[src/rtl/div_sp_pkg.sv]
// Shared constants, FSM encoding and operand classes for the binary32 divider front-end.
package div_sp_pkg;

  localparam int EXP_W = 10;
  localparam int MAN_W = 24;
  localparam int BIAS  = 127;

  localparam logic [31:0] QNAN = 32'h7FC0_0000;
  localparam logic [30:0] INF  = 31'h7F80_0000;

  localparam logic [1:0] S_IDLE     = 2'd0;
  localparam logic [1:0] S_CLASSIFY = 2'd1;
  localparam logic [1:0] S_NORM     = 2'd2;
  localparam logic [1:0] S_HOLD     = 2'd3;

  typedef enum logic [2:0] {
    CLS_ZERO,
    CLS_SUB,
    CLS_NORM,
    CLS_INF,
    CLS_NAN
  } op_class_t;

endpackage

[src/rtl/fp_classify_sp.sv]
// Combinational binary32 magnitude classifier: class, unbiased exponent, 24-bit mantissa.
// Subnormals become CLS_SUB under DIV_PREP_DENORM_EN, otherwise they read as zero.
module fp_classify_sp
  import div_sp_pkg::*;
(
  input  logic [30:0]      i_mag,
  output op_class_t        o_cls,
  output logic [EXP_W-1:0] o_exp,
  output logic [MAN_W-1:0] o_man
);

  logic [7:0]  w_e;
  logic [22:0] w_f;

  assign w_e = i_mag[30:23];
  assign w_f = i_mag[22:0];

  always_comb begin
    o_cls = CLS_ZERO;
    o_exp = '0;
    o_man = '0;
    if (w_e == 8'hFF) begin
      o_cls = (w_f == '0) ? CLS_INF : CLS_NAN;
    end else if (w_e != 8'h00) begin
      o_cls = CLS_NORM;
      o_exp = EXP_W'(w_e) - EXP_W'(BIAS);
      o_man = {1'b1, w_f};
    end else if (w_f != '0) begin
`ifdef DIV_PREP_DENORM_EN
      // Subnormals share the minimum normal exponent; hidden bit is 0.
      o_cls = CLS_SUB;
      o_exp = EXP_W'(1 - BIAS);
      o_man = {1'b0, w_f};
`else
      o_cls = CLS_ZERO;
`endif
    end
  end

endmodule

[src/rtl/div_sp_operand_prep.sv]
// Divider front-end: captures binary32 a/b, resolves IEEE specials, normalizes operands.
// DIV_PREP_DENORM_EN builds the NORM shifter for subnormals; undefined gives denormals-are-zero.
module div_sp_operand_prep
  import div_sp_pkg::*;
(
  input  logic             clk,
  input  logic             reset,
  input  logic             i_strt,
  input  logic [31:0]      i_a,
  input  logic [31:0]      i_b,
  output logic             o_busy,
  output logic             o_valid,
  input  logic             i_ready,
  output logic             o_sign,
  output logic [EXP_W-1:0] o_exp_a,
  output logic [EXP_W-1:0] o_exp_b,
  output logic [MAN_W-1:0] o_man_a,
  output logic [MAN_W-1:0] o_man_b,
  output logic             o_special,
  output logic [31:0]      o_special_z
);

  logic [1:0]       r_state;
  logic [31:0]      r_a;
  logic [31:0]      r_b;
  logic             r_sign;
  logic [EXP_W-1:0] r_exp_a;
  logic [EXP_W-1:0] r_exp_b;
  logic [MAN_W-1:0] r_man_a;
  logic [MAN_W-1:0] r_man_b;
  logic             r_special;
  logic [31:0]      r_special_z;

  op_class_t        w_cls_a;
  op_class_t        w_cls_b;
  logic [EXP_W-1:0] w_exp_a;
  logic [EXP_W-1:0] w_exp_b;
  logic [MAN_W-1:0] w_man_a;
  logic [MAN_W-1:0] w_man_b;
  logic             w_sign;
  logic             w_special;
  logic [31:0]      w_special_z;

  fp_classify_sp u_cls_a (.i_mag(r_a[30:0]), .o_cls(w_cls_a), .o_exp(w_exp_a), .o_man(w_man_a));
  fp_classify_sp u_cls_b (.i_mag(r_b[30:0]), .o_cls(w_cls_b), .o_exp(w_exp_b), .o_man(w_man_b));

  assign w_sign = r_a[31] ^ r_b[31];

  // First matching rule wins; QNAN is always emitted with a positive sign.
  always_comb begin
    w_special   = 1'b1;
    w_special_z = QNAN;
    if (w_cls_a == CLS_NAN || w_cls_b == CLS_NAN) begin
      w_special_z = QNAN;
    end else if ((w_cls_a == CLS_INF && w_cls_b == CLS_INF) ||
                 (w_cls_a == CLS_ZERO && w_cls_b == CLS_ZERO)) begin
      w_special_z = QNAN;
    end else if (w_cls_a == CLS_INF) begin
      w_special_z = {w_sign, INF};
    end else if (w_cls_b == CLS_INF) begin
      w_special_z = {w_sign, 31'd0};
    end else if (w_cls_b == CLS_ZERO) begin
      w_special_z = {w_sign, INF};
    end else if (w_cls_a == CLS_ZERO) begin
      w_special_z = {w_sign, 31'd0};
    end else begin
      w_special   = 1'b0;
      w_special_z = '0;
    end
  end

`ifdef DIV_PREP_DENORM_EN
  logic [MAN_W-1:0] w_man_a_sh;
  logic [MAN_W-1:0] w_man_b_sh;
  logic [EXP_W-1:0] w_exp_a_sh;
  logic [EXP_W-1:0] w_exp_b_sh;

  // One normalization step per cycle; an already-normalized operand holds.
  always_comb begin
    w_man_a_sh = r_man_a;
    w_exp_a_sh = r_exp_a;
    w_man_b_sh = r_man_b;
    w_exp_b_sh = r_exp_b;
    if (!r_man_a[MAN_W-1]) begin
      w_man_a_sh = {r_man_a[MAN_W-2:0], 1'b0};
      w_exp_a_sh = r_exp_a - EXP_W'(1);
    end
    if (!r_man_b[MAN_W-1]) begin
      w_man_b_sh = {r_man_b[MAN_W-2:0], 1'b0};
      w_exp_b_sh = r_exp_b - EXP_W'(1);
    end
  end
`endif

  always_ff @(posedge clk or posedge reset) begin
    if (reset) begin
      r_state     <= S_IDLE;
      r_a         <= '0;
      r_b         <= '0;
      r_sign      <= 1'b0;
      r_exp_a     <= '0;
      r_exp_b     <= '0;
      r_man_a     <= '0;
      r_man_b     <= '0;
      r_special   <= 1'b0;
      r_special_z <= '0;
    end else begin
      case (r_state)
        S_IDLE: begin
          if (i_strt) begin
            r_a     <= i_a;
            r_b     <= i_b;
            r_state <= S_CLASSIFY;
          end
        end
        S_CLASSIFY: begin
          r_sign      <= w_sign;
          r_special   <= w_special;
          r_special_z <= w_special_z;
          if (w_special) begin
            r_exp_a <= '0;
            r_exp_b <= '0;
            r_man_a <= '0;
            r_man_b <= '0;
            r_state <= S_HOLD;
          end else begin
            r_exp_a <= w_exp_a;
            r_exp_b <= w_exp_b;
            r_man_a <= w_man_a;
            r_man_b <= w_man_b;
`ifdef DIV_PREP_DENORM_EN
            r_state <= (w_man_a[MAN_W-1] && w_man_b[MAN_W-1]) ? S_HOLD : S_NORM;
`else
            r_state <= S_HOLD;
`endif
          end
        end
`ifdef DIV_PREP_DENORM_EN
        S_NORM: begin
          r_man_a <= w_man_a_sh;
          r_man_b <= w_man_b_sh;
          r_exp_a <= w_exp_a_sh;
          r_exp_b <= w_exp_b_sh;
          if (w_man_a_sh[MAN_W-1] && w_man_b_sh[MAN_W-1]) begin
            r_state <= S_HOLD;
          end
        end
`endif
        S_HOLD: begin
          if (i_ready) begin
            r_state <= S_IDLE;
          end
        end
        default: r_state <= S_IDLE;
      endcase
    end
  end

  assign o_busy      = (r_state != S_IDLE);
  assign o_valid     = (r_state == S_HOLD);
  assign o_sign      = r_sign;
  assign o_exp_a     = r_exp_a;
  assign o_exp_b     = r_exp_b;
  assign o_man_a     = r_man_a;
  assign o_man_b     = r_man_b;
  assign o_special   = r_special;
  assign o_special_z = r_special_z;

endmodule

[config.mk]
export PLATFORM = sky130hd
export DESIGN_NAME = div_sp_operand_prep
export DESIGN_NICKNAME = d
export VERILOG_FILES = /design/src/rtl/div_sp_pkg.sv /design/src/rtl/fp_classify_sp.sv /design/src/rtl/div_sp_operand_prep.sv
export SDC_FILE = /design/constraint.sdc
export NUM_CORES = 1
export LEC_CHECK = 0
export ABC_AREA = 0
export BUFFER_PORTS_ARGS = -buffer_cell sky130_fd_sc_hd__buf_2
export CELL_PAD_IN_SITES_DETAIL_PLACEMENT = 0
export CELL_PAD_IN_SITES_GLOBAL_PLACEMENT = 1
export CORE_MARGIN = 3
export CORE_UTILIZATION = 45
export CTS_CLUSTER_SIZE = 24
export DETAILED_ROUTE_END_ITERATION = 12
export PLACE_DENSITY_LB_ADDON = 0.1
export SYNTH_ARGS = -nofsm -noshare
export SYNTH_HDL_FRONTEND = slang
export SYNTH_HIERARCHICAL = 1
export SYNTH_SLANG_ARGS = --single-unit
[constraint.sdc]
create_clock -name clk -period 9.2 [get_ports clk]
set_clock_uncertainty 0.2 [all_clocks]
set_input_delay 1.38 -clock clk [delete_from_list [all_inputs] [get_ports clk]]
set_output_delay 1.38 -clock clk [all_outputs]
set_load 0.01 [all_outputs]
==> Word-level counts from Yosys, hierarchy flattened <==
Cells that the tools add are included.
W data, S select, Z words.
{ "totals": {"wordCells": 70, "ff_bits": 168} }
{ "op_classes": {"n_reduce_logical": 14, "bitwise": 1, "n_eq_ne": 10, "n_addsub": 2, "n_mux": 33} }
{ "op_table": {"columns": ["op", "count"], "rows": [
  ["$mux W32", 6],
  ["$mux W24", 6],
  ["$mux W10", 6],
  ["$logic_not A23 Y1", 2],
  ["$sub A8 B7 Y9 const B", 2],
  ["$eq A8 B8 Y1 const B", 2],
  ["$reduce_bool A8 Y1", 2],
  ["$mux W3", 4],
  ["$mux W2", 4],
  ["$eq A3 B2 Y1 const B", 2],
  ["$eq A3 B3 Y1 const B", 2],
  ["$logic_not A3 Y1", 2],
  ["$mux W1", 6],
  ["$pmux W2 S3", 1],
  ["$reduce_and A2 Y1", 2],
  ["$eq A2 B1 Y1 const B", 1],
  ["$eq A2 B2 Y1 const B", 1],
  ["$logic_and A1 B1 Y1", 2],
  ["$logic_not A2 Y1", 1],
  ["$logic_or A1 B1 Y1", 2],
  ["$ne A2 B1 Y1 const B", 1],
  ["$ne A2 B2 Y1 const B", 1],
  ["$reduce_bool A2 Y1", 1],
  ["$xor A1 B1 Y1", 1]
]} }

==> Longest topological paths before layout <==
{ "logic_depth": {"word_depth": 11, "depth_mapped": 12, "mapped_depth_nobuf": 8} }

==> Hierarchy <==
The synthesis kept the hierarchy.
{ "by_module_without_submodules": {"columns": ["module", "instances", "cells_each", "seq_area_each_um2", "area_per_inst_um2"], "rows": [
  ["div_sp_operand_prep", 1, 497, 3478.3, 5602.9],
  ["fp_classify_sp", 2, 75, 0.0, 686.9]
]} }

==> Least setup slack after synthesis <==
OpenSTA, ideal clock, no wires.
{ "synth_path": {"path_kind": "flip-flop to flip-flop", "start": "reg r_b[23]", "end": "reg r_man_b[15] (netlist: o_man_b[15])", "t_arrival_ps": 2427, "n_path_buf": 4, "stages_incl_launch_ff": 13, "slack_ps": 6496, "path_cell_list": "dfrtp_1 -> ha_1 -> and3_4 -> and2_4 -> buf_6 -> buf_6 -> o22ai_1 -> nor2_1 -> nor4_4 -> buf_4 -> buf_4 -> nand2_1 -> o21ai_1"} }
{ "synth_between": {"elab_chain_cells": 10, "word_cells_on_any_way": 19} }
{ "synth_rtl": {"columns": ["item", "line_no", "rtl"], "rows": [
  ["start, declared", "div_sp_operand_prep.sv:25", "logic [31:0] r_b;"],
  ["start signal, assigned", "div_sp_operand_prep.sv:112", "r_b <= i_b;"],
  ["$reduce_bool A8 Y1", "fp_classify_sp.sv:24", "end else if (w_e != 8'h00) begin"],
  ["$mux W2", "fp_classify_sp.sv:24", null],
  ["$mux W3 (*)", "fp_classify_sp.sv:22", "if (w_e == 8'hFF) begin"],
  ["named net w_cls_b[1]", "div_sp_operand_prep.sv:35", "op_class_t w_cls_b;"],
  ["$logic_not A3 Y1", "div_sp_operand_prep.sv:56, div_sp_operand_prep.sv:62", null],
  ["$mux W1", "div_sp_operand_prep.sv:62", "end else if (w_cls_b == CLS_ZERO) begin"],
  ["$mux W1", "div_sp_operand_prep.sv:60", "end else if (w_cls_b == CLS_INF) begin"],
  ["$mux W1", "div_sp_operand_prep.sv:58", "end else if (w_cls_a == CLS_INF) begin"],
  ["$mux W1", "div_sp_operand_prep.sv:55", "end else if ((w_cls_a == CLS_INF && w_cls_b == CLS_INF) ||"],
  ["$mux W1 (*)", "div_sp_operand_prep.sv:53", "if (w_cls_a == CLS_NAN || w_cls_b == CLS_NAN) begin"],
  ["$mux W24 (*)", "div_sp_operand_prep.sv:120", "if (w_special) begin"],
  ["end signal, assigned", "div_sp_operand_prep.sv:130", "r_man_b <= w_man_b;"],
  ["end, declared", "div_sp_operand_prep.sv:30", "logic [MAN_W-1:0] r_man_b;"]
]} }
The timed path passes the listed nets; every way through them passes the cells marked *.
A chain may end at the register's enable or synchronous reset.

==> Worst setup path in the final report <==
{ "layout_path": {"start": "reg r_a[29]", "end": "reg r_man_a[0] (netlist: o_man_a[0])"} }
{ "layout_between": {"elab_chain_cells": 11, "word_cells_on_any_way": 20} }
{ "layout_rtl": {"columns": ["item", "line_no", "rtl"], "rows": [
  ["start, declared", "div_sp_operand_prep.sv:24", "logic [31:0] r_a;"],
  ["start signal, assigned", "div_sp_operand_prep.sv:111", "r_a <= i_a;"],
  ["$reduce_bool A8 Y1", "fp_classify_sp.sv:24", null],
  ["$mux W2", "fp_classify_sp.sv:24", null],
  ["$mux W3 (*)", "fp_classify_sp.sv:22", null],
  ["named net w_cls_a[1]", "div_sp_operand_prep.sv:34", "op_class_t w_cls_a;"],
  ["$logic_not A3 Y1", "div_sp_operand_prep.sv:56, div_sp_operand_prep.sv:64", null],
  ["$mux W1", "div_sp_operand_prep.sv:64", "end else if (w_cls_a == CLS_ZERO) begin"],
  ["$mux W1", "div_sp_operand_prep.sv:62", null],
  ["$mux W1", "div_sp_operand_prep.sv:60", null],
  ["$mux W1", "div_sp_operand_prep.sv:58", null],
  ["$mux W1", "div_sp_operand_prep.sv:55", null],
  ["$mux W1 (*)", "div_sp_operand_prep.sv:53", null],
  ["$mux W24 (*)", "div_sp_operand_prep.sv:120", null],
  ["end signal, assigned", "div_sp_operand_prep.sv:129", "r_man_a <= w_man_a;"],
  ["end, declared", "div_sp_operand_prep.sv:29", "logic [MAN_W-1:0] r_man_a;"]
]} }
Marks and branches as above.

==> impl_metrics.ini <==
[run_status]
status = finished clean

[clocking]
clkSinkCount = 139
h-tree-depth = 4
max-clock-path-buffers = 2
cts_tree = yes
cts_hold_buffers = 0
clkLatencyLatePin_ns = 0.42
cts-resized-gates = 0
clk_pin_slew_ns = 0.06
cts_buffers = 17
cts_root_buf = clkbuf_16
post_cts_buffers = 0

[synth]
ys_top_cells_by_area = dfrtp_1, mux2_2, nor3b_2
syn_avg_cell_area_um2 = 10.8
async_flop_share_pct = 100
synth_cell_type_count = 42
synth_seq_cells = 139
yosysTopAreaCellShare_pct = 49.9
synth_area_um2 = 6980
yosys.area.top_type = dfrtp_1
syn_inst = 647
synth_ff_type = dfrtp_1
synth_seq_area_share_pct = 49.9
synth_edf_count = 0
yosysWarnings = 6

[cells_and_area]
insertedDiodeCount = 0
areaGrowthSynthToFinish_pct = 16.5
register_area_um2 = 3480
n_fill_cell = 1346
layout-drive-gt1-share_pct = 40.5
multi_input_area_um2 = 3010
nets = 837

[drt]
avgViaCountPerCell = 5.10
num_vias = 4909
ant_nets = 0
wl_per_cell_um = 16.2
drc = 0
wl_mm = 15.6
drt_iter0_markers = 225
drtPass1Iterations = 4

[grt]
grt_antenna_before_repair = 0
first_global_vias = 4924
grt_max_degree = 98
gr-total-overflow = 0
grt_use_total_pct = 18.6
grt_pass1_wl_mm = 24.8

[critical_path]
cp-end-kind = register
crit_fanout = 45
crit_arrival_ns = 3.57
critPathTopFamily = simple AND/OR/NAND/NOR gates
cp.required_ns = 9.34
cp_cell_sequence = nor4_1 > and3_2 > o22ai_1 > and3b_1 > nor4_4 > buf_4 > nand2_1 > o21ai_1
start_kind = register
path_buf_inv = 1
crit_path_top_delay_cell = and3_2
max_stage_delay_ns = 0.82
crit_type = reg2reg

[timing]
tightestPinTransition_ns = 0.934
final_hold_viol_count = 0
maxSlewViolCount = 0
min_period_over_period_pct = 37.2
fmax_ghz = 0.292
fin_ws_ns = 5.78
layout_min_cycle_time_ns = 3.42
tns_ns = 0
slew_headroom_pct = 37.7
rsz0062_at_grt = no
setup_viol = 0

[floorplanning]
die_h_um = 131
die_w_um = 131
rows = 44
initial_core_util_pct = 46.9
die_area_um2 = 17000
core_area_um2 = 14900
ios = 172

[worst_hold_path]
hold_path_class = reg2reg

[power_and_ir_drop]
vdd.ir_drop.worst_v = 0.000176
p_per_area_nw_per_um2 = 356
p_leak_nw = 4.04

[placement]
place_hpwl_mm = 10.8
gp_congestion = 0.773
pre_cts_slack_ns = 5.63
numPortBuffers = 149

[run]
maxCapViolations = 0
==> placed cells by master, fill, tap and decap left out, drive strengths merged, types with 3 or more instances in the layout <==
| master | count |
|---|---|
| nand4 | 6 |
| conb | 22 |
| o21ai | 75 |
| mux2 | 64 |
| nor2 | 12 |
| inv | 8 |
| xor2 | 6 |
| nand2 | 144 |
| nor4 | 13 |
| dfrtp | 139 |
| o22ai | 3 |
| and3 | 6 |
| o21a | 3 |
| ha | 4 |
| nor3 | 8 |
| clkinvlp | 3 |
| xnor2 | 5 |
| clkbuf | 20 |
| and2 | 3 |
| clkinv | 7 |
| nand3 | 4 |
| a211oi | 3 |
| buf | 154 |
| nor3b | 48 |
==> where the power goes <==
| part | switching, mW | internal, mW |
|---|---|---|
| clock | 0.258 | 0.417 |
| sequential | 0.221 | 0.917 |
| combinational | 0.559 | 0.519 |
| total | 1.04 | 1.85 |
==> flip-flops by register name (all words and copies together), names as in the netlist <==
register / flops
r_b: 32
r_a: 32
o_man_b: 24
r_state: 2
o_exp_b: 10
o_exp_a: 10
o_special_z: 3
o_special: 1
o_man_a: 24
o_sign: 1
==> synth_stat cells, types with 5 or more instances <==
| master | count |
|---|---|
| buf_2 | 12 |
| buf_4 | 33 |
| buf_6 | 14 |
| clkbuf_1 | 14 |
| dfrtp_1 | 139 |
| inv_1 | 8 |
| mux2_2 | 64 |
| nand2_1 | 144 |
| nand4_1 | 6 |
| nor2_1 | 11 |
| nor3b_2 | 48 |
| nor4_1 | 12 |
| o21ai_0 | 66 |
| o21ai_1 | 9 |
| xnor2_1 | 5 |
| xor2_1 | 6 |
==> cell type report <==
cell class              instances  area share (%)
flip-flops and latches        139            42.8
multi-input cells             445            37.0
repair buffers                154            9.64
clock buffers                  20            5.74
well taps                     184            2.83
clock inverters                12            1.49
inverters                       8           0.431
==> logic make-up after synthesis <==
group | Yosys count | share of synthesized area (%)
buf+inv | 84 | 8.34
other cells | 1 | 0.0538
simple gates | 255 | 22.5
compound gates | 89 | 6.81
mux | 64 | 10.3
fa+ha+maj | 4 | 0.717
xor+xnor | 11 | 1.38
flops | 139 | 49.9
==> stage by stage <==
stage	area, µm²	hold WS, ns	utilization [%]	instances	power (mW)
final	8130	0.270	54.7	962	2.89
after global routing	8130	0.302	54.7	962	3.13
after global placement	7540	0.257	50.7	930	2.21
after CTS	8130	0.278	54.7	962	2.93
after detailed placement	7540	0.266	50.7	930	2.25
after floorplan	7060	0.294	-	668	1.90
==> final timing paths <==
path | startpoint | depth (start not counted) | slack, ns | endpoint
min in group asynchronous | reset | 2 | 0.89 | o_man_b[17]
hold / removal | o_man_b[9] | 2 | 0.27 | o_man_b[9]
hold reg to reg | o_man_b[9] | 2 | 0.27 | o_man_b[9]
setup reg to reg | r_a[29] | 8 | 5.78 | o_man_a[0]
setup / recovery | r_a[29] | 8 | 5.78 | o_man_a[0]
max in group asynchronous | reset | 3 | 6.71 | o_exp_b[7]
==> layer usage <==
layer	global-route usage, %	vias to the layer above	part of all wire, %
li1	-	2388	-
met5	0	-	0
met4	6.78	0	1.8
met1	24.2	2368	45
met2	30.2	131	48
met3	4.96	22	5.7
==> worst reg2reg max path: stages, from the launching register on <==
cell     delay [ns]
dfrtp_1        0.43
nor4_1         0.26
and3_2         0.82
o22ai_1        0.25
and3b_1        0.27
nor4_4         0.28
buf_4          0.49
nand2_1        0.19
o21ai_1        0.15
(Power assumes the default switching activity.)
